File: src/rtl/input_cond_pkg.sv
`default_nettype none
// ============================================================================
// input_cond_pkg : shared defaults and per-channel output type
// Rev 1.0
// ============================================================================
package input_cond_pkg;

  localparam int DEF_DEBOUNCE_CYCLES     = 50000;
  localparam int DEF_SENSE_FILTER_CYCLES = 16;
  localparam int DEF_LONG_PRESS_CYCLES   = 1000000;

  typedef struct packed {
    logic level;
    logic pulse;
  } cond_out_t;

endpackage
`default_nettype wire

File: src/rtl/input_conditioner_if.sv
`default_nettype none
// ============================================================================
// input_conditioner_if : raw inputs and conditioned outputs of the conditioner
// long_press_pulse present only with INPUT_COND_LONG_PRESS_EN. Rev 1.0
// ============================================================================
interface input_conditioner_if;
  logic mode_raw;
  logic sense_raw;
  logic mode_level;
  logic mode_pulse;
  logic sense_level;
  logic sense_pulse;
`ifdef INPUT_COND_LONG_PRESS_EN
  logic long_press_pulse;

  modport master (
    output mode_raw, sense_raw,
    input  mode_level, mode_pulse, sense_level, sense_pulse, long_press_pulse
  );
  modport slave (
    input  mode_raw, sense_raw,
    output mode_level, mode_pulse, sense_level, sense_pulse, long_press_pulse
  );
`else
  modport master (
    output mode_raw, sense_raw,
    input  mode_level, mode_pulse, sense_level, sense_pulse
  );
  modport slave (
    input  mode_raw, sense_raw,
    output mode_level, mode_pulse, sense_level, sense_pulse
  );
`endif
endinterface
`default_nettype wire

File: src/rtl/input_conditioner_cond_channel.sv
`default_nettype none
// ============================================================================
// cond_channel : 2-flop synchronizer, N-cycle filter and rising-edge pulse
// Rev 1.0
// ============================================================================
module cond_channel #(
  parameter int N = 16
) (
  input  logic clk,
  input  logic rst,
  input  logic raw,
  output logic level,
  output logic pulse
);

  localparam int             CW     = $clog2(N + 1);
  localparam logic [CW-1:0]  C_LAST = CW'(N - 1);
  localparam logic [CW-1:0]  C_ONE  = CW'(1);

  logic          r_sync1;
  logic          r_sync2;
  logic          r_stable;
  logic [CW-1:0] r_cnt;
  logic          r_pulse;

  // Pulse is registered alongside the flip so it coincides with the first
  // cycle in which the new level is visible.
  always_ff @(posedge clk or posedge rst) begin
    if (rst) begin
      r_sync1  <= 1'b0;
      r_sync2  <= 1'b0;
      r_stable <= 1'b0;
      r_cnt    <= '0;
      r_pulse  <= 1'b0;
    end else begin
      r_sync1 <= raw;
      r_sync2 <= r_sync1;
      r_pulse <= 1'b0;
      if (r_sync2 == r_stable) begin
        r_cnt <= '0;
      end else if (r_cnt == C_LAST) begin
        r_stable <= r_sync2;
        r_cnt    <= '0;
        r_pulse  <= r_sync2;
      end else begin
        r_cnt <= r_cnt + C_ONE;
      end
    end
  end

  assign level = r_stable;
  assign pulse = r_pulse;

endmodule
`default_nettype wire

File: src/rtl/input_conditioner.sv
`default_nettype none
// ============================================================================
// input_conditioner : mode/sense front-end; optional long press on mode
// Feature macro: INPUT_COND_LONG_PRESS_EN. Rev 1.0
// ============================================================================
module input_conditioner
  import input_cond_pkg::*;
#(
  parameter int DEBOUNCE_CYCLES     = DEF_DEBOUNCE_CYCLES,
  parameter int SENSE_FILTER_CYCLES = DEF_SENSE_FILTER_CYCLES,
  parameter int LONG_PRESS_CYCLES   = DEF_LONG_PRESS_CYCLES
) (
  input  logic                clk,
  input  logic                rst,
  input_conditioner_if.slave  bus
);

  cond_out_t w_mode;
  cond_out_t w_sense;

  cond_channel #(.N(DEBOUNCE_CYCLES)) u_mode (
    .clk   (clk),
    .rst   (rst),
    .raw   (bus.mode_raw),
    .level (w_mode.level),
    .pulse (w_mode.pulse)
  );

  cond_channel #(.N(SENSE_FILTER_CYCLES)) u_sense (
    .clk   (clk),
    .rst   (rst),
    .raw   (bus.sense_raw),
    .level (w_sense.level),
    .pulse (w_sense.pulse)
  );

  assign bus.mode_level  = w_mode.level;
  assign bus.mode_pulse  = w_mode.pulse;
  assign bus.sense_level = w_sense.level;
  assign bus.sense_pulse = w_sense.pulse;

`ifdef INPUT_COND_LONG_PRESS_EN
  localparam int            HW         = $clog2(LONG_PRESS_CYCLES + 1);
  localparam logic [HW-1:0] C_HOLD_MAX = HW'(LONG_PRESS_CYCLES);
  localparam logic [HW-1:0] C_HOLD_PRE = HW'(LONG_PRESS_CYCLES - 1);
  localparam logic [HW-1:0] C_HOLD_ONE = HW'(1);

  logic [HW-1:0] r_hold;
  logic          r_long;

  // Saturating hold counter: fires once on reaching the limit, cleared on release.
  always_ff @(posedge clk or posedge rst) begin
    if (rst) begin
      r_hold <= '0;
      r_long <= 1'b0;
    end else begin
      r_long <= w_mode.level && (r_hold == C_HOLD_PRE);
      if (!w_mode.level) begin
        r_hold <= '0;
      end else if (r_hold != C_HOLD_MAX) begin
        r_hold <= r_hold + C_HOLD_ONE;
      end
    end
  end

  assign bus.long_press_pulse = r_long;
`endif

endmodule
`default_nettype wire

File: src/flat_wrapper.sv
// flat-port wrapper written by rule: the top's interface ports become plain ports
module input_conditioner_flat import input_cond_pkg::*;
#(
  parameter int DEBOUNCE_CYCLES     = DEF_DEBOUNCE_CYCLES,
  parameter int SENSE_FILTER_CYCLES = DEF_SENSE_FILTER_CYCLES,
  parameter int LONG_PRESS_CYCLES   = DEF_LONG_PRESS_CYCLES
)
  (clk, rst, bus_mode_raw, bus_sense_raw, bus_mode_level, bus_mode_pulse, bus_sense_level, bus_sense_pulse);
  input_conditioner_if bus_i ();
  input  logic clk;
  input  logic rst;
  input wire logic [$bits(bus_i.mode_raw)-1:0] bus_mode_raw;
  input wire logic [$bits(bus_i.sense_raw)-1:0] bus_sense_raw;
  output wire logic [$bits(bus_i.mode_level)-1:0] bus_mode_level;
  output wire logic [$bits(bus_i.mode_pulse)-1:0] bus_mode_pulse;
  output wire logic [$bits(bus_i.sense_level)-1:0] bus_sense_level;
  output wire logic [$bits(bus_i.sense_pulse)-1:0] bus_sense_pulse;
  assign bus_i.mode_raw = bus_mode_raw;
  assign bus_i.sense_raw = bus_sense_raw;
  assign bus_mode_level = bus_i.mode_level;
  assign bus_mode_pulse = bus_i.mode_pulse;
  assign bus_sense_level = bus_i.sense_level;
  assign bus_sense_pulse = bus_i.sense_pulse;
  input_conditioner #(.DEBOUNCE_CYCLES(DEBOUNCE_CYCLES), .SENSE_FILTER_CYCLES(SENSE_FILTER_CYCLES), .LONG_PRESS_CYCLES(LONG_PRESS_CYCLES)) u_core (.clk(clk), .rst(rst), .bus(bus_i));
endmodule
File: config.mk
export PLATFORM = sky130hd
export DESIGN_NAME = input_conditioner_flat
export DESIGN_NICKNAME = d
export VERILOG_FILES = /design/src/rtl/input_cond_pkg.sv /design/src/rtl/input_conditioner_if.sv /design/src/rtl/input_conditioner_cond_channel.sv /design/src/rtl/input_conditioner.sv /design/src/flat_wrapper.sv
export SDC_FILE = /design/constraint.sdc
export NUM_CORES = 1
export LEC_CHECK = 0
export ABC_AREA = 1
export CAP_MARGIN = 40
export CELL_PAD_IN_SITES_DETAIL_PLACEMENT = 1
export CELL_PAD_IN_SITES_GLOBAL_PLACEMENT = 2
export CORE_MARGIN = 3
export CORE_UTILIZATION = 38
export DETAILED_ROUTE_END_ITERATION = 8
export PLACE_DENSITY = 0.86
export SYNTH_ARGS = -nofsm -noshare
export SYNTH_HDL_FRONTEND = slang
export SYNTH_SLANG_ARGS = --single-unit
export TNS_END_PERCENT = 50
File: constraint.sdc
create_clock -name clk -period 3.4 [get_ports clk]
set_input_delay 0.68 -clock clk [delete_from_list [all_inputs] [get_ports clk]]
set_output_delay 0.68 -clock clk [all_outputs]
set_load 0.02 [all_outputs]
==> impl_results.md, run 1 <==
- Post-cts repair resize count: 0
- Max frequency: 485 MHz
- Final setup fails: 0
- Critical path's top delay family: buffers and inverters
- Leakage power: 0.738 nW
- DRC viols: 0
- H-tree levels: 2
- Clock power share: 38.1%
- Hold Crit Depth: 0
- Synth Warn #: 0
- Cell Rows: 21
- 1st-pass router iterations: 4
- Overflow after GRT: 0
- CP Cell Sequence: clkdlybuf4s50_1
- PwrDens: 397 nW/µm²
- Area contributors post-synth: dfrtp_1 (53%), nor2_1 (9.6%), nand2_1 (6.3%)
- Post-Route WL: 2830 µm
- WS Path Type: register to output pin
- Top reg by flops: u_core.u_mode.r_cnt
- Postcts setup bufs: 0
- Setup TNS: 0 ps
- Die span in y: 66.2 µm
- Vias in the first global route: 1099
- CTS max path bufs: 2
- Period minus WS final: 2060 ps
- DIE AREA: 4380 µm²
- Largest net degree at the start of global routing: 30
- Sw Ratio: 22.8%
- Worst Hold Class: register to register
- Initial antenna violation count: 0
- Detail Placement HPWL: 2180 µm
- Final ANT Viol Nets: 0
- Die X: 66.2 µm
- Multiplexer share of the synthesized area: 0%
- Initial Util: 40.3%
- Comb pwr share: 4.6%
- Vias per cell: 4.83
- Synthesized instance count: 156
- Port bufs: 7
- Syn Area/Cell: 8.81 µm²
- Max VDD drop: 0.218 mV
- Later-pin clock latency in the skew report: 330 ps
- Layout cells sized above 1: 16.3%
- Sequential-to-total area share from yosys stat: 52.8%
- Post-synthesis compound-gate area fraction: 3.37%
- Synth top area share: 52.8%
- Post-Synth XOR/XNOR Area: 6.92%
- Slew margin rel.: 74.3%
- Commonest cells after routing, fill and taps aside: nor2_1 (35), dfrtp_1 (29), nand2_1 (23), inv_1 (16), nand3_1 (11)
- Largest regs: u_core.u_mode.r_cnt: 16 flops, u_core.u_sense.r_cnt: 5 flops
- Final #Nets: 177
- Final slew viol count: 0
- Routed wire per std cell: 13.0 µm
- Commonest non-fill, non-tap cell in the layout: nor2_1
- CP endpoint kind: output pin
- Hold buffers post-CTS: 0
- All-Layer GR Usage: 16.3%
- P_sw: 143 µW
- Slew @ Worst Pin: 382 ps
- Netlist Area Pre-Place: 1380 µm²
- Boundary Pins: 8
- Worst r2r src: u_core.u_mode.r_cnt[0]$_DFF_PP0_
- Largest register FFs: 16
- CTS Sinks: 29
- Final cell count without fillers: 218
- CP Max Fanout: 4
- CTS Buf Count: 5
- P_int: 484 µW
- Fin crit share: 60.6%
- Routability cong.: 0.777
- RSZ-0062 raised after global routing: false
- Flop pwr share: 57.3%
- Distinct cells, synth: 24
- Slowest CP cell: clkdlybuf4s50_1
- Placed Cells incl. Taps: 210
- Root Buffer: clkbuf_4
- DRC marker count from the first detailed-route iteration: 86
- Bufs and invs on worst path: 1
- CP peak stage delay: 640 ps
- CTS tree: yes
- Final Hold Fails: 0
- Worst EP required: 2720 ps
- Hold Path Sink: u_core.u_mode.r_sync2$_DFF_PP0_
- ANT cells: 0
- Critical Path AT: 1380 ps
- Main combinational cell family by area after synthesis: simple AND/OR/NAND/NOR gates
- Outcome: completed
- CORE AREA: 3420 µm²
- First-pass GRT wire length: 5190 µm
- Clock slew at reported path FFs: 90 ps
- Largest area contributor in the netlist: dfrtp_1
- R2r endpoint: u_core.u_mode.r_cnt[14]$_DFF_PP0_
- CP startpoint kind: register
- #FFs+latches synth: 29
- Layout area overhead: 14.9%
- FF-to-FF setup slack: 2020 ps
- Worst Skew: 12.3 ps
- Max Cap Violations: 0
- Hold Path Origin: u_core.u_mode.r_sync1$_DFF_PP0_
- Simple-Gate Fraction of Synth Area: 29.9%
- Mapped Nets: 162
- Reg2Reg Depth: 6
- Synth Area in Adders: 1.82%
- Fillers: 422
- Routed vias: 1053
## worst max path at each step
stage,startpoint,end,cells past startpoint
2_1_floorplan,rst,u_core.u_mode.level$_DFFE_PP0P_,1
5_1_grt,u_core.u_mode.level$_DFFE_PP0P_,bus_mode_level,1
4_1_cts,u_core.u_mode.level$_DFFE_PP0P_,bus_mode_level,1
3_5_place_dp,u_core.u_mode.level$_DFFE_PP0P_,bus_mode_level,1
6_report,u_core.u_mode.level$_DFFE_PP0P_,bus_mode_level,1
3_3_place_gp,u_core.u_mode.level$_DFFE_PP0P_,bus_mode_level,1
## per-layer routing
layer  up-vias  share of wire [%]  GRT usage [%]  wire (µm)
met3         7                3.3           4.76         93
met1       518                 45           19.0       1270
li1        516                  -              -          -
met5         -                  0              0          0
met2        12                 49           26.5       1400
met4         0                2.3           9.14         66
## worst reg2reg max path: stages, from the launching register on
cell and delay [ps]:
dfrtp_1 400, ha_1 210, nand3_2 150, nor2_1 200, nand2_2 130, nand2_4 130, nor2_1 60
## synthesized netlist by cell type
master,count
a31oi_1,1
inv_1,16
nor3_1,1
or2_2,1
nor2_1,35
o21ai_1,3
nand2_1,23
nor3_2,1
ha_1,2
xor2_2,1
nand2_4,1
nor2_4,1
nor2_2,4
o21bai_1,2
xnor2_1,4
dfrtp_1,29
xor2_1,5
nand4_1,3
o21ai_0,1
inv_2,3
nand2_2,5
nand3_1,11
nand3_2,2
a21oi_1,1
## through the flow
step | utilization (%) | hold slack (ps) | power (mW) | setup WS [ps] | cell area (µm²)
finish | 46.3 | 356 | 0.627 | 1340 | 1580
global route | 46.3 | 363 | 0.670 | 1250 | 1580
detailed placement | 44.2 | 338 | 0.396 | 1680 | 1510
CTS | 46.3 | 360 | 0.641 | 1300 | 1580
global placement | 44.2 | 332 | 0.394 | 1690 | 1510
floorplan | - | 331 | 0.384 | 2110 | 1380
## power by group through the flow
stage	Sequential (mW)	Clock, mW	Combinational, mW
after detailed placement	0.366	0	0.0303
after floorplan	0.364	0	0.0200
after global routing	0.360	0.276	0.0334
after CTS	0.359	0.251	0.0304
after global placement	0.365	0	0.0285
final	0.359	0.239	0.0290
## logic make-up (layout without fill, tap and decap cells)
group                      Yosys count  after routing
and+or+nand+nor                     88             88
DFF                                 29             29
AOI/OAI and AO/OA                    8              8
buffers and inverters               19             35
xor gates and xnor gates            10             10
adders and majority gates            2              2
## area by class of cell
type                       instances  area, µm²  area share [%]
multi-input combinational        108        578            36.6
inverter                          19       71.3            4.51
tap                               46       57.6            3.64
timing repair buffer               8       77.6            4.91
sequential                        29        726            45.9
clock inverter                     1       5.00           0.317
clock buffer                       7       65.1            4.12
(Power assumes the default switching activity.)
==> inputs of run 2 (changes only) <==
--- a/config.mk
+++ b/config.mk
@@ -10,9 +10,9 @@
 export CELL_PAD_IN_SITES_DETAIL_PLACEMENT = 1
 export CELL_PAD_IN_SITES_GLOBAL_PLACEMENT = 2
 export CORE_MARGIN = 3
-export CORE_UTILIZATION = 38
+export CORE_UTILIZATION = 36
 export DETAILED_ROUTE_END_ITERATION = 8
-export PLACE_DENSITY = 0.86
+export PLACE_DENSITY = 0.82
 export SYNTH_ARGS = -nofsm -noshare
 export SYNTH_HDL_FRONTEND = slang
 export SYNTH_SLANG_ARGS = --single-unit
==> constraint.sdc (replaced) <==
create_clock -name clk -period 2.05 [get_ports clk]
set_input_delay 0.41 -clock clk [delete_from_list [all_inputs] [get_ports clk]]
set_output_delay 0.41 -clock clk [all_outputs]
set_load 0.02 [all_outputs]
==> impl_results.md, run 2 (synthesis gave the netlist of run 1 again) <==
- Outcome: completed
- Postcts setup bufs: 0 (unchanged)
- Slowest CP cell: clkdlybuf4s50_1
- Commonest cells after routing, fill and taps aside: nor2_1 (35), dfrtp_1 (29), nand2_1 (23), inv_1 (16), nand3_1 (11)
- Port bufs: 7 (unchanged)
- Routed vias: 1048 (-0.47%)
- H-tree levels: 2 (unchanged)
- Initial Util: 39.3% (-0.91 points)
- Final ANT Viol Nets: 0 (unchanged)
- Multi-input gate area: 578 µm² (unchanged)
- DIE AREA: 4600 µm² (+5.1%)
- Post-cts repair resize count: 0 (unchanged)
- Final setup fails: 0 (unchanged)
- DRC marker count from the first detailed-route iteration: 33 (-62%)
- Worst EP required: 1640 ps (-1080 ps)
- Clock power share: 43.0% (+4.9 points)
- DRC viols: 0 (unchanged)
- Largest net degree at the start of global routing: 30 (unchanged)
- First-pass GRT wire length: 5380 µm (+3.7%)
- PwrDens: 706 nW/µm² (+78%)
- Max frequency: 575 MHz
- Vias in the first global route: 1159 (+5.5%)
- Flop pwr share: 52.7% (-4.6 points)
- WHS: 355 ps (-1.18 ps)
- Commonest non-fill, non-tap cell in the layout: nor2_1
- Setup TNS: 0 ps (unchanged)
- Initial antenna violation count: 0 (unchanged)
- CORE AREA: 3490 µm² (+2.3%)
- Routability cong.: 0.787 (+1.2%)
- Slew margin rel.: 71.4% (-2.9 points)
- Cell Rows: 21 (unchanged)
- Leakage power: 0.748 nW (+1.3%)
- Later-pin clock latency in the skew report: 270 ps (-60 ps)
- Reg area: 726 µm² (unchanged)
- CTS tree: yes
- Final slew viol count: 0 (unchanged)
- ANT cells: 0 (unchanged)
- Bufs and invs on worst path: 1 (unchanged)
- Overflow after GRT: 0 (unchanged)
- Detail Placement HPWL: 2300 µm (+5.4%)
- P_int: 876 µW (+81%)
- P_sw: 257 µW (+80%)
- Layout area overhead: 16.8%
- CP endpoint kind: output pin
- Largest regs: u_core.u_mode.r_cnt: 16 flops, u_core.u_sense.r_cnt: 5 flops
- CTS Buf Count: 5 (unchanged)
- Comb pwr share: 4.4% (-0.2 points)
- Hold buffers post-CTS: 0 (unchanged)
- CTS max path bufs: 2 (unchanged)
- CP startpoint kind: register
- Post-Route WL: 3000 µm (+6.1%)
- Fin crit share: 84.8%
- Final Hold Fails: 0 (unchanged)
- Fillers: 424 (+0.47%)
- Top reg by flops: u_core.u_mode.r_cnt
- Root Buffer: clkbuf_8
- CTS Sinks: 29 (unchanged)
- Critical Path AT: 1330 ps (-50 ps)
- Worst Skew: 6.18 ps (-6.10 ps)
- RSZ-0062 raised after global routing: false
- Slew @ Worst Pin: 425 ps (+43.0 ps)
- 1st-pass router iterations: 4 (unchanged)
- Routed wire per std cell: 13.8 µm (+6.1%)
- WS Path Type: register to output pin
- Die span in y: 67.8 µm (+2.5%)
- Clock slew at reported path FFs: 70 ps (-20 ps)
- Layout cells sized above 1: 16.3% (unchanged)
- Largest register FFs: 16 (unchanged)
- Max Cap Violations: 0 (unchanged)
- Vias per cell: 4.81 (-0.47%)
- Critical path's top delay family: buffers and inverters
- CP peak stage delay: 630 ps (about the same)
- CP Cell Sequence: clkdlybuf4s50_1
- Worst Hold Class: register to register
- Die X: 67.8 µm (+2.5%)
- All-Layer GR Usage: 16.2% (-0.13 points)
- Total power: 1.13 mW (+81%)
- Boundary Pins: 8 (unchanged)
- Final #Nets: 177 (unchanged)
- Sw Ratio: 22.7% (-0.14 points)
- Max VDD drop: 0.466 mV (+110%)
- Period minus WS final: 1740 ps
- CP Max Fanout: 4 (unchanged)
[run 2: cell count changes in the layout (fill, tap and decap cells not counted)]
cell,change
clkbuf_4,-5
clkbuf_8,+4
clkinv_4,+1
[run 2: metal layers]
metal  routed length [µm]  GRT usage, %  up-vias
met3                   87          4.33        4
met4                   28          5.96        0
li1                     -             -      513
met2                 1580          28.4       10
met5                    0             0        -
met1                 1310          18.7      521
[run 2: final cells by class]
class,count,share of cell area [%]
inverters,19,4.44
flip-flops and latches,29,45.2
multi-input cells,108,36.0
repair buffers,8,4.83
well taps,46,3.58
clock inverters,2,0.857
clock buffers,6,5.14
[run 2: path summary, 6_finish.rpt]
kind / start / cells after the start / to / slack, ps
hold reg to reg: u_core.u_mode.r_sync1$_DFF_PP0_ / 0 / u_core.u_mode.r_sync2$_DFF_PP0_ / 350
hold / removal: u_core.u_mode.r_sync1$_DFF_PP0_ / 0 / u_core.u_mode.r_sync2$_DFF_PP0_ / 350
max in group asynchronous: rst / 3 / u_core.u_mode.r_cnt[12]$_DFF_PP0_ / 1260
setup / recovery: u_core.u_mode.level$_DFFE_PP0P_ / 1 / bus_mode_level / 310
min in group asynchronous: rst / 3 / u_core.u_mode.r_sync1$_DFF_PP0_ / 510
setup reg to reg: u_core.u_mode.r_cnt[0]$_DFF_PP0_ / 6 / u_core.u_mode.r_cnt[8]$_DFF_PP0_ / 570
[run 2: power groups by stage]
stage | clock (mW) | sequential [mW] | combinational, mW
after floorplan | 0 | 0.604 | 0.0332
after global placement | 0 | 0.606 | 0.0488
after detailed placement | 0 | 0.607 | 0.0511
after CTS | 0.506 | 0.597 | 0.0515
after global routing | 0.536 | 0.598 | 0.0584
final | 0.487 | 0.597 | 0.0494
[run 2: metrics by stage]
stage,setup slack [ps],instances,cell area (µm²),util (%)
after floorplan,837,156,1380,-
after global placement,609,210,1510,43.2
after detailed placement,572,210,1510,43.2
after CTS,286,218,1610,46.0
after global routing,245,218,1610,46.0
final,311,218,1610,46.0
==> inputs of run 3 (changes only) <==
--- a/config.mk
+++ b/config.mk
@@ -10,9 +10,9 @@
 export CELL_PAD_IN_SITES_DETAIL_PLACEMENT = 1
 export CELL_PAD_IN_SITES_GLOBAL_PLACEMENT = 2
 export CORE_MARGIN = 3
-export CORE_UTILIZATION = 36
+export CORE_UTILIZATION = 32
 export DETAILED_ROUTE_END_ITERATION = 8
-export PLACE_DENSITY = 0.82
+export PLACE_DENSITY = 0.78
 export SYNTH_ARGS = -nofsm -noshare
 export SYNTH_HDL_FRONTEND = slang
 export SYNTH_SLANG_ARGS = --single-unit
==> constraint.sdc (replaced) <==
create_clock -name clk -period 1.5 [get_ports clk]
set_input_delay 0.3 -clock clk [delete_from_list [all_inputs] [get_ports clk]]
set_output_delay 0.3 -clock clk [all_outputs]
set_load 0.02 [all_outputs]
==> impl_results.md, run 3 (synthesis gave the netlist of run 1 again) <==
- Port bufs: 7 (unchanged)
- Routability cong.: 0.781 (-0.78%)
- Worst r2r src: u_core.u_mode.r_cnt[0]$_DFF_PP0_
- CTS Sinks: 29 (unchanged)
- Routed vias: 1051 (+0.29%)
- Worst EP required: 1710 ps (+70 ps)
- Slew @ Worst Pin: 369 ps (-56.1 ps)
- CP Max Fanout: 4 (unchanged)
- Initial Util: 33.6% (-5.7 points)
- FF-to-FF setup slack: 140 ps (-430 ps)
- Final slew viol count: 0 (unchanged)
- Overflow after GRT: 0 (unchanged)
- Detail Placement HPWL: 2350 µm (+2.3%)
- Later-pin clock latency in the skew report: 290 ps (+20 ps)
- Final cell count without fillers: 223 (+2.3%)
- Routed wire per std cell: 13.6 µm (-1.1%)
- Vias in the first global route: 1160 (+0.086%)
- Final Hold Fails: 0 (unchanged)
- P_int: 1.32 mW (+51%)
- DRC viols: 0 (unchanged)
- Largest regs: u_core.u_mode.r_cnt: 16 flops, u_core.u_sense.r_cnt: 5 flops
- CTS tree: yes
- Post-Route Utilization: 40.0% (-6.0 points)
- Root Buffer: clkbuf_8
- Dpl ws: 144 ps (-428 ps)
- DIE AREA: 5120 µm² (+11%)
- Final #Nets: 178 (+0.56%)
- Fillers: 500 (+18%)
- Slew margin rel.: 75.2% (+3.8 points)
- 1st-pass router iterations: 4 (unchanged)
- P_sw: 374 µW (+45%)
- RSZ-0062 raised after global routing: false
- ANT cells: 0 (unchanged)
- All-Layer GR Usage: 13.9% (-2.3 points)
- Largest register FFs: 16 (unchanged)
- Boundary Pins: 8 (unchanged)
- Largest net degree at the start of global routing: 30 (unchanged)
- Period minus WS final: 1360 ps
- Slowest CP cell: dfrtp_1
- Clock slew at reported path FFs: 70 ps (about the same)
- PwrDens: 1040 nW/µm² (+47%)
- Commonest non-fill, non-tap cell in the layout: nor2_1
- CP startpoint kind: register
- Critical Path AT: 1570 ps (+240 ps)
- Commonest cells after routing, fill and taps aside: nor2_1 (35), dfrtp_1 (29), nand2_1 (23), inv_1 (16), nand3_1 (11)
- Vias per cell: 4.71 (-2.0%)
- Die X: 71.6 µm (+5.5%)
- R2r endpoint: u_core.u_mode.r_cnt[14]$_DFF_PP0_
- Final setup fails: 0 (unchanged)
- CP peak stage delay: 390 ps (-240 ps)
- Sw Ratio: 22.0% (-0.67 points)
- CORE AREA: 4090 µm² (+17%)
- CP Cell Sequence: ha_1 -> nand3_2 -> nor2_2 -> inv_1 -> o21bai_1 -> nand2_1 -> nor2_1
- CP endpoint kind: register
- Worst Skew: 6.57 ps (+0.390 ps)
- Max frequency: 737 MHz
- Fin crit share: 90.4%
- Die span in y: 71.6 µm (+5.5%)
- Worst Hold Class: register to register
- Hold Path Origin: u_core.u_sense.r_sync1$_DFF_PP0_
- Max Cap Violations: 0 (unchanged)
- Layout area overhead: 18.7%
- CTS max path bufs: 2 (unchanged)
- Comb pwr share: 3.9% (-0.5 points)
- H-tree levels: 2 (unchanged)
- Placed Cells incl. Taps: 215 (+2.4%)
- Post-Route WL: 3040 µm (+1.1%)
- Setup ws final: 143 ps (-167 ps)
- Clock power share: 48.1% (+5.1 points)
- CTS Buf Count: 5 (unchanged)
- First-pass GRT wire length: 5380 µm (-0.13%)
- Top reg by flops: u_core.u_mode.r_cnt
- Layout cells sized above 1: 16.8% (+0.48 points)
- Final ANT Viol Nets: 0 (unchanged)
- Initial antenna violation count: 0 (unchanged)
- WS Path Type: register to register
- DRC marker count from the first detailed-route iteration: 42 (+27%)
- Setup TNS: 0 ps (unchanged)
- Cell Rows: 23 (+9.5%)
- Max VDD drop: 0.673 mV (+45%)
- Outcome: completed
- Hold Crit Depth: 0 (unchanged)
- Reg2Reg Depth: 7 (+1)
- Flop pwr share: 48.0% (-4.7 points)
- Leakage power: 0.776 nW (+3.8%)
- Hold Path Sink: u_core.u_sense.r_sync2$_DFF_PP0_
## run 3: per-stage QoR
stage	cell area, µm²	hold WS (ps)	power [mW]
global route	1630	371	1.78
finish	1630	358	1.70
CTS	1630	366	1.73
detailed placement	1520	340	0.898
global placement	1520	339	0.894
floorplan	1380	331	0.871
## run 3: power groups by stage
stage / sequential [mW] / combinational [mW] / clock [mW]
floorplan: 0.826 / 0.0454 / 0
global placement: 0.828 / 0.0655 / 0
detailed placement: 0.830 / 0.0685 / 0
CTS: 0.815 / 0.0684 / 0.843
global route: 0.817 / 0.0756 / 0.891
finish: 0.814 / 0.0659 / 0.816
## run 3: critical path: cells and delay by family, from the launching register on
| family | cells | cell delay, ps |
|---|---|---|
| flops | 1 | 390 |
| simple gates | 4 | 460 |
| buf+inv | 1 | 80 |
| compound gates | 1 | 140 |
| fa+ha+maj | 1 | 220 |
## run 3: worst max-delay path by stage
stage                                           from                                end  slack [ps]  cells after the start
floorplan           u_core.u_mode.r_cnt[0]$_DFF_PP0_   u_core.u_mode.r_cnt[8]$_DFF_PP0_         290                      6
global placement    u_core.u_mode.r_cnt[0]$_DFF_PP0_  u_core.u_mode.r_cnt[14]$_DFF_PP0_         210                      6
detailed placement  u_core.u_mode.r_cnt[0]$_DFF_PP0_   u_core.u_mode.r_cnt[8]$_DFF_PP0_         140                      6
CTS                 u_core.u_mode.r_cnt[0]$_DFF_PP0_   u_core.u_mode.r_cnt[8]$_DFF_PP0_         130                      6
global route        u_core.u_mode.r_cnt[0]$_DFF_PP0_  u_core.u_mode.r_cnt[15]$_DFF_PP0_           9                      6
finish              u_core.u_mode.r_cnt[0]$_DFF_PP0_  u_core.u_mode.r_cnt[14]$_DFF_PP0_         140                      7
## run 3: what timing repair did
action	CTS	global route
hold buffers	0	0
resized for setup	4	0
buffers inserted	0	0
setup endpoints to repair	4	0
## run 3: metal layers
layer / global-route usage, % / routed length, µm / vias to the layer above
li1: - / - / 516
met1: 18.5 / 1530 / 518
met2: 20.8 / 1380 / 11
met3: 4.63 / 74 / 6
met4: 5.64 / 53 / 0
met5: 0 / 0 / -
## run 3: layout make-up
class | instances | area, µm² | share of cell area, %
flip-flops and latches | 29 | 726 | 44.4
multi-input cells | 108 | 578 | 35.4
repair buffers | 9 | 80.1 | 4.90
inverters | 19 | 71.3 | 4.37
clock buffers | 5 | 68.8 | 4.21
well taps | 50 | 62.6 | 3.83
clock inverters | 3 | 46.3 | 2.84
